$ cat config.mk
export PLATFORM = sky130hd
export DESIGN_NAME = line_engine
export DESIGN_NICKNAME = d
export VERILOG_FILES = /design/src/rtl/line_engine.sv
export SDC_FILE = /design/constraint.sdc
export NUM_CORES = 1
export LEC_CHECK = 0
export ABC_AREA = 1
export BUFFER_PORTS_ARGS = -buffer_cell sky130_fd_sc_hd__buf_2
export CORE_MARGIN = 3
export CORE_UTILIZATION = 60
export CTS_CLUSTER_SIZE = 14
export DETAILED_ROUTE_END_ITERATION = 10
export PLACE_DENSITY = 0.87
export RECOVER_POWER = 100
export SYNTH_ARGS = -nofsm -noshare
export SYNTH_HDL_FRONTEND = slang
export SYNTH_SLANG_ARGS = --single-unit
$ cat constraint.sdc
create_clock -name clk -period 7.2 [get_ports clk]
set_clock_uncertainty 0.1 [all_clocks]
set_input_delay 1.44 -clock clk [delete_from_list [all_inputs] [get_ports clk]]
set_output_delay 1.44 -clock clk [all_outputs]
set_load 0.005 [all_outputs]
$ cat src/rtl/line_engine.sv
// rtl/line_engine.sv - Bresenham line rasterizer with valid/ready pixel write port
//
// Latches line endpoints and colour from CPU strobes and, on trigger, walks
// the line one pixel per cycle. Each on-screen pixel is emitted as a 32-bit
// frame-buffer write; off-screen pixels are skipped.
//
// Ports:
//   clk, rst            clock, asynchronous active-high reset
//   line_color          colour, loaded on line_color_valid
//   line_point          coordinate value for the x0/y0/x1/y1 load strobes
//   line_*_valid        shadow register load strobes
//   line_trigger        start drawing (accepted only while line_ready)
//   line_ready          engine idle
//   px_addr/px_data     pixel write address and colour
//   px_valid/px_ready   pixel write handshake
module line_engine #(
  parameter int          H_RES   = 1024,
  parameter int          V_RES   = 768,
  parameter logic [31:0] FB_BASE = 32'h1080_0000
) (
  input  logic        clk,
  input  logic        rst,
  input  logic [31:0] line_color,
  input  logic [9:0]  line_point,
  input  logic        line_color_valid,
  input  logic        line_x0_valid,
  input  logic        line_y0_valid,
  input  logic        line_x1_valid,
  input  logic        line_y1_valid,
  input  logic        line_trigger,
  output logic        line_ready,
  output logic [31:0] px_addr,
  output logic [31:0] px_data,
  output logic        px_valid,
  input  logic        px_ready
);

  typedef enum logic [1:0] {S_IDLE, S_SETUP, S_DRAW} state_t;

  localparam logic [10:0] H_LIM = 11'(H_RES);
  localparam logic [10:0] V_LIM = 11'(V_RES);

  state_t             state_q, state_d;
  logic [9:0]         sh_x0_q, sh_x0_d, sh_y0_q, sh_y0_d;
  logic [9:0]         sh_x1_q, sh_x1_d, sh_y1_q, sh_y1_d;
  logic [31:0]        sh_color_q, sh_color_d;
  logic [9:0]         x_q, x_d, y_q, y_d, x1_q, x1_d, y1_q, y1_d;
  logic [9:0]         dx_q, dx_d, dy_q, dy_d;
  logic               sx_neg_q, sx_neg_d, sy_neg_q, sy_neg_d;
  logic signed [11:0] err_q, err_d;
  logic [31:0]        color_q, color_d;

  logic [9:0]         dx_calc, dy_calc;
  logic signed [12:0] e2, neg_dy, dx_s;
  logic               step_x, step_y, on_screen, at_end;

  // Working x/y hold x0/y0 from the trigger snapshot, so SETUP derives the
  // deltas directly from them.
  assign dx_calc   = (x1_q > x_q) ? (x1_q - x_q) : (x_q - x1_q);
  assign dy_calc   = (y1_q > y_q) ? (y1_q - y_q) : (y_q - y1_q);
  assign e2        = {err_q, 1'b0};
  assign neg_dy    = -$signed({3'b000, dy_q});
  assign dx_s      = $signed({3'b000, dx_q});
  assign step_x    = (e2 >= neg_dy);
  assign step_y    = (e2 <= dx_s);
  assign on_screen = ({1'b0, x_q} < H_LIM) && ({1'b0, y_q} < V_LIM);
  assign at_end    = (x_q == x1_q) && (y_q == y1_q);

  // Outputs decode from state so reset clears them without waiting for a clock.
  assign line_ready = (state_q == S_IDLE);
  assign px_valid   = (state_q == S_DRAW) && on_screen;
  assign px_addr    = px_valid ? (FB_BASE | {10'b0, y_q, x_q, 2'b00}) : 32'd0;
  assign px_data    = px_valid ? color_q : 32'd0;

  always_comb begin
    state_d    = state_q;
    sh_x0_d    = sh_x0_q;
    sh_y0_d    = sh_y0_q;
    sh_x1_d    = sh_x1_q;
    sh_y1_d    = sh_y1_q;
    sh_color_d = sh_color_q;
    x_d        = x_q;
    y_d        = y_q;
    x1_d       = x1_q;
    y1_d       = y1_q;
    dx_d       = dx_q;
    dy_d       = dy_q;
    sx_neg_d   = sx_neg_q;
    sy_neg_d   = sy_neg_q;
    err_d      = err_q;
    color_d    = color_q;

    if (line_x0_valid)    sh_x0_d    = line_point;
    if (line_y0_valid)    sh_y0_d    = line_point;
    if (line_x1_valid)    sh_x1_d    = line_point;
    if (line_y1_valid)    sh_y1_d    = line_point;
    if (line_color_valid) sh_color_d = line_color;

    case (state_q)
      S_IDLE: begin
        if (line_trigger) begin
          x_d     = sh_x0_q;
          y_d     = sh_y0_q;
          x1_d    = sh_x1_q;
          y1_d    = sh_y1_q;
          color_d = sh_color_q;
          state_d = S_SETUP;
        end
      end
      S_SETUP: begin
        dx_d     = dx_calc;
        dy_d     = dy_calc;
        sx_neg_d = !(x_q < x1_q);
        sy_neg_d = !(y_q < y1_q);
        err_d    = $signed({2'b00, dx_calc} - {2'b00, dy_calc});
        state_d  = S_DRAW;
      end
      S_DRAW: begin
        if (!on_screen || px_ready) begin
          if (at_end) begin
            state_d = S_IDLE;
          end else begin
            // Both error adjustments are taken from the pre-update err.
            err_d = err_q - (step_x ? $signed({2'b00, dy_q}) : 12'sd0)
                          + (step_y ? $signed({2'b00, dx_q}) : 12'sd0);
            if (step_x) x_d = sx_neg_q ? (x_q - 10'd1) : (x_q + 10'd1);
            if (step_y) y_d = sy_neg_q ? (y_q - 10'd1) : (y_q + 10'd1);
          end
        end
      end
      default: state_d = S_IDLE;
    endcase
  end

  always_ff @(posedge clk or posedge rst) begin
    if (rst) begin
      state_q    <= S_IDLE;
      sh_x0_q    <= '0;
      sh_y0_q    <= '0;
      sh_x1_q    <= '0;
      sh_y1_q    <= '0;
      sh_color_q <= '0;
      x_q        <= '0;
      y_q        <= '0;
      x1_q       <= '0;
      y1_q       <= '0;
      dx_q       <= '0;
      dy_q       <= '0;
      sx_neg_q   <= 1'b0;
      sy_neg_q   <= 1'b0;
      err_q      <= '0;
      color_q    <= '0;
    end else begin
      state_q    <= state_d;
      sh_x0_q    <= sh_x0_d;
      sh_y0_q    <= sh_y0_d;
      sh_x1_q    <= sh_x1_d;
      sh_y1_q    <= sh_y1_d;
      sh_color_q <= sh_color_d;
      x_q        <= x_d;
      y_q        <= y_d;
      x1_q       <= x1_d;
      y1_q       <= y1_d;
      dx_q       <= dx_d;
      dy_q       <= dy_d;
      sx_neg_q   <= sx_neg_d;
      sy_neg_q   <= sy_neg_d;
      err_q      <= err_d;
      color_q    <= color_d;
    end
  end

endmodule

* Word level (Yosys, flattened, before mapping) *
Cells that the tools add are included.
Widths: inputs -> output; s select.

cells by class
  add/sub/neg operators = 12
  $lt $le $gt $ge = 7
  equality and inequality tests = 10
  muxes and demuxes = 25
  reduce and logical (&&, ||, !) cells = 14

operators with widths
  cell                   number
  $mux 10                14
  $pmux 10 s2            2
  $sub 10x10->10         4
  $mux 32                1
  $mux 29                1
  $mux 12                2
  $pmux 12 s2            1
  $add 10x1->10 const B  2
  $eq 10x10->1           2
  $gt 10x10->1           2
  $lt 10x10->1           2
  $sub 10x1->10 const B  2
  $ge 13x13->1           1
  $le 13x11->1           1
  $neg 10->13            1
  $add 12x11->12         1
  $sub 12x11->12         1
  $sub 10x10->11         1
  $lt 10x10->1 const B   1
  $ne 2x2->1 const B     5
  $reduce_and 5->1       2
  $mux 2                 3
  $pmux 2 s3             1
  $reduce_and 3->1       2
  9 further kinds        13

storage, ports and cells
  flip-flop bits (word level) = 180
  input port bits = 51
  output and inout port bits = 66
  word-level logic and storage cells = 84

* Logic depth before layout (Yosys ltp) *
  word-level depth = 8
  depth in mapped cells = 32
  mapped depth without buffers = 32

* Least setup slack after synthesis *
OpenSTA, ideal clock, no wires.

  path kind = reg2reg
  start = register dy_q[2]
  end = register err_q[8]
  library setup time = 0.116 ns
  data arrival time = 3.834 ns
  required time = 6.984 ns
  path slack = 3.150 ns
  stages on the path, launching flop included = 29
  path buffers = 0
  period minus slack after synthesis = 4.050 ns
  cell sequence = dfrtp_1 inv_1 nand3_1 nor3_1 nand2_1 nor2_1 nand3_1 xor2_1 ha_1 nand2_1 nor2_1 inv_1 nor2_1 nand2_1 nand3_1 nand2_1 inv_1 nor2_1 fa_1 inv_1 fa_1 nand3_1 nand2_1 nand2_1 nand2_1 o21ai_0 nand2_1 nand2_1 nand2_1

between the ends
  word-level cells in the longest chain between the ends = 8

RTL lines
  what                    RTL line  RTL
  from (decl)             48        logic [9:0] dx_q, dx_d, dy_q, dy_d;
  from (signal assigned)  165       dy_q <= dy_d;
  $neg 10->13             62        assign neg_dy = -$signed({3'b000, dy_q});
  $ge 13x13->1            64        assign step_x = (e2 >= neg_dy);
  $mux 10 *               124       err_d = err_q - (step_x ? $signed({2'b00, dy_q}) : 12'sd0)
  $sub 12x11->12 *        124
  $add 12x11->12 *        125       + (step_y ? $signed({2'b00, dx_q}) : 12'sd0);
  $mux 12 *               120       if (at_end) begin
  $mux 12 *               119       if (!on_screen || px_ready) begin
  $pmux 12 s2 *           99        case (state_q)
  to (signal assigned)    168       err_q <= err_d;
  to (decl)               50        logic signed [11:0] err_q, err_d;

Mark *: on every way between the ends. The rest lies on a longest branch, timed or not. The select of a mux whose other input is x is not followed.
A chain may end at the register's enable or synchronous reset.

* Worst setup path after layout *
  start = register state_q[0]
  end = output port px_data[23]

between the ends
  word-level cells in the longest chain between the ends = 3

RTL lines
  what                    RTL line  RTL
  from (decl)             43        state_t state_q, state_d;
  from (signal assigned)  154       state_q <= state_d;
  $eq 2x2->1              71        assign px_valid = (state_q == S_DRAW) && on_screen;
  $logic_and 1x1->1       71
  $mux 32                 73        assign px_data = px_valid ? color_q : 32'd0;
  to (decl)               33        output logic [31:0] px_data,

Every way passes these cells.

==> impl_results.md <==
* Layout Nets at 1970
* Detailed Route WL at 33.88 mm
* Unrepaired setup endpoints after global routing: no
* Crit path DAT at 4.20 ns
* Final TNS setup at 0 ns
* Final Hold Vio Count at 0
* Cts repair resizes at 0
* Pins Over Slew Limit at 223
* Synth Instances at 1721
* Clock transition at the registers of the reported paths at 0.09 ns
* Register area share after synthesis at 34.78%
* Share of cells above drive strength 1 at 11.09%
* CORE AREA at 21090 um^2
* Clk sinks at 180
* # DRC at 0
* CTS tree: yes
* EDFF count, synth at 0
* Final ANT Viol Nets at 0
* Clk Latency, worst-skew pair at 0.45 ns
* Tmin final at 5.740 ns
* Max Cap Violations at 4
* Pre-CTS setup slack at 2.610 ns
* Layout filler cell count at 1716
* Initial Util at 61.41%
* Avg Cell Area, Syn at 7.525 um^2
* Boundary pin count at 117
* Post-synthesis register bit count at 180
* Post-synth top area cell: dfrtp_1
* First-pass GRT wire length at 55.93 mm
* Drt pass-1 iters at 6
* Antenna violations before repair at 0
* Final count of negative-setup-slack endpoints at 0
* Port Buffers at 106
* Die Height at 152.9 um
* Worst slew pin tran at 4.167 ns
* Hold Crit Class: reg -> reg
* Number of global-route vias before repair at 11690
* Top_reg_cell synth: dfrtp_1
* Failing checks: capacitance limit, slew limit
* Async SR Flop Fraction at 100.0%
* Synth cell types at 45
* Max H-tree Level at 4
* Yosys Warn Count at 0
* Root Driver: clkbuf_16
* CP peak stage delay at 0.90 ns
* DP HPWL at 24.84 mm
* Fmax at 0.1742 GHz
* Placed Area at 13570 um^2
* Worst rel slew slack at -179.3%
* Worst setup margin at 1.460 ns
* GRT overflow at 0
* Worst path cell trace: inv_1 > nand2_1 > a21oi_1 > clkinv_1 > buf_4 > nor2_1 > clkbuf_2
* Largest net degree at the start of global routing at 101
* Class of the most critical setup path: reg -> out
* Chip width at 152.9 um
* ANT cells at 0
* Total track usage at 29.08%
* Crit share post-route at 79.72%
* Mapped cell area at 12950 um^2
* Drt via density at 5.588
* Routed vias at 11670
* DIE AREA at 23380 um^2
* Crit start category: flip-flop
* Post-synth top area share at 34.78%
* RePlAce Congestion at 0.9627
* Most frequent cells in the layout: nand2_1, inv_1, dfrtp_1
* Crit. End Element: output port
* Design area at 14080 um^2
* Slowest CP cell: nand2_1
* Average routed wire per standard cell at 16.22 um
* Post-CTS setup buffers at 0
* First-iteration detailed-routing DRC count at 887
* Status: finished with violations
* Worst EP required at 5.66 ns
* Cell Rows at 53
* CTS max path bufs at 2
* CTS Buf Count at 17
* Synthesis-to-layout area growth at 8.725%
* Flop2flop setup slack at 1.80 ns
* Hold-fix buffers, CTS at 0
* Largest cells by area after synthesis: dfrtp_1, nand2_1, ha_1
* Commonest non-fill, non-tap cell in the layout: nand2_1
* Worst-path fanout max at 44
-- worst paths after layout --
path,startpoint,end,cells after the start
setup / recovery,state_q[0]$_DFFE_PP0P_,px_data[23],7
hold / removal,sh_color_q[4]$_DFFE_PP0P_,color_q[4]$_DFFE_PP0P_,2
setup reg to reg,state_q[0]$_DFFE_PP0P_,color_q[6]$_DFFE_PP0P_,8
hold reg to reg,sh_color_q[4]$_DFFE_PP0P_,color_q[4]$_DFFE_PP0P_,2
max in group asynchronous,rst,dx_q[2]$_DFFE_PP0N_,3
min in group asynchronous,rst,sh_color_q[10]$_DFFE_PP0P_,2
-- cells in the mapped netlist, types with 4 or more instances --
library cell and count:
nand2_1 490, inv_1 248, dfrtp_1 180, nor2_1 151, nand3_1 116, ha_1 102, mux2_2 71, o21ai_0 55
a21oi_1 52, o21ai_1 46, xor2_1 24, clkbuf_1 23, buf_4 20, fa_1 17, nand4_1 16, or2_2 13
xnor2_1 10, buf_2 8, nand2_2 8, o21ai_2 8, a21o_1 6, buf_1 6, nand3b_1 6, o21bai_1 6
o21a_1 4
-- registers in the layout, indices dropped and copies added, names as in the netlist --
| register | count |
|---|---|
| color_q | 32 |
| sh_x1_q | 10 |
| sx_neg_q | 1 |
| dy_q | 10 |
| sy_neg_q | 1 |
| x1_q | 10 |
| sh_y1_q | 10 |
| sh_color_q | 32 |
| state_q | 2 |
| y_q | 10 |
| x_q | 10 |
| sh_y0_q | 10 |
| err_q | 12 |
| sh_x0_q | 10 |
| dx_q | 10 |
| y1_q | 10 |
-- metal layers --
| layer | global-route usage (%) | vias up | share of wire [%] |
|---|---|---|---|
| met5 | 0 | - | 0 |
| met4 | 15.19 | 0 | 5.5 |
| met3 | 4.841 | 134 | 6.8 |
| li1 | - | 5579 | - |
| met1 | 34.88 | 5441 | 39 |
| met2 | 50.37 | 513 | 48 |
-- stage by stage --
stage	cells	util [%]	hold slack, ns
final	2088	66.77	0.3795
after global routing	2088	66.77	0.4087
after CTS	2088	67.39	0.3882
after detailed placement	2056	64.34	0.3676
after global placement	2056	64.34	0.3584
after floorplan	1730	-	0.3491
-- critical path, delay by kind of cell, from the launching register on --
kind,cells,cell delay [ns]
compound gates,1,0.85
flops,1,0.40
buf+inv,4,1.42
simple gates,2,1.07
-- cell type report --
type / instances / area [um^2] / share of cell area, %
clock inverter: 15 / 217.7 / 1.546
sequential: 180 / 4504 / 31.99
inverter: 252 / 949.7 / 6.745
multi-input combinational: 1238 / 7124 / 50.60
clock buffer: 17 / 425.4 / 3.021
tap: 275 / 344.1 / 2.444
timing repair buffer: 111 / 514.2 / 3.652
-- logic make-up (layout without fill, tap and decap cells) --
logic type      count (synthesis)  count (layout)  share of synthesized area [%]
compound gates                189             189                          8.213
xor+xnor                       34              34                          2.299
fa+ha+maj                     119             119                          12.48
buf+inv                       312             395                          9.894
flops                         180             180                          34.78
mux                            71              71                          6.174
other cells                     1              10                        0.02896
simple gates                  815             815                          26.13
Power is left out: the tool's default activity adds up to more than one toggle a clock period on the data nets, which glitch-free logic cannot reach.
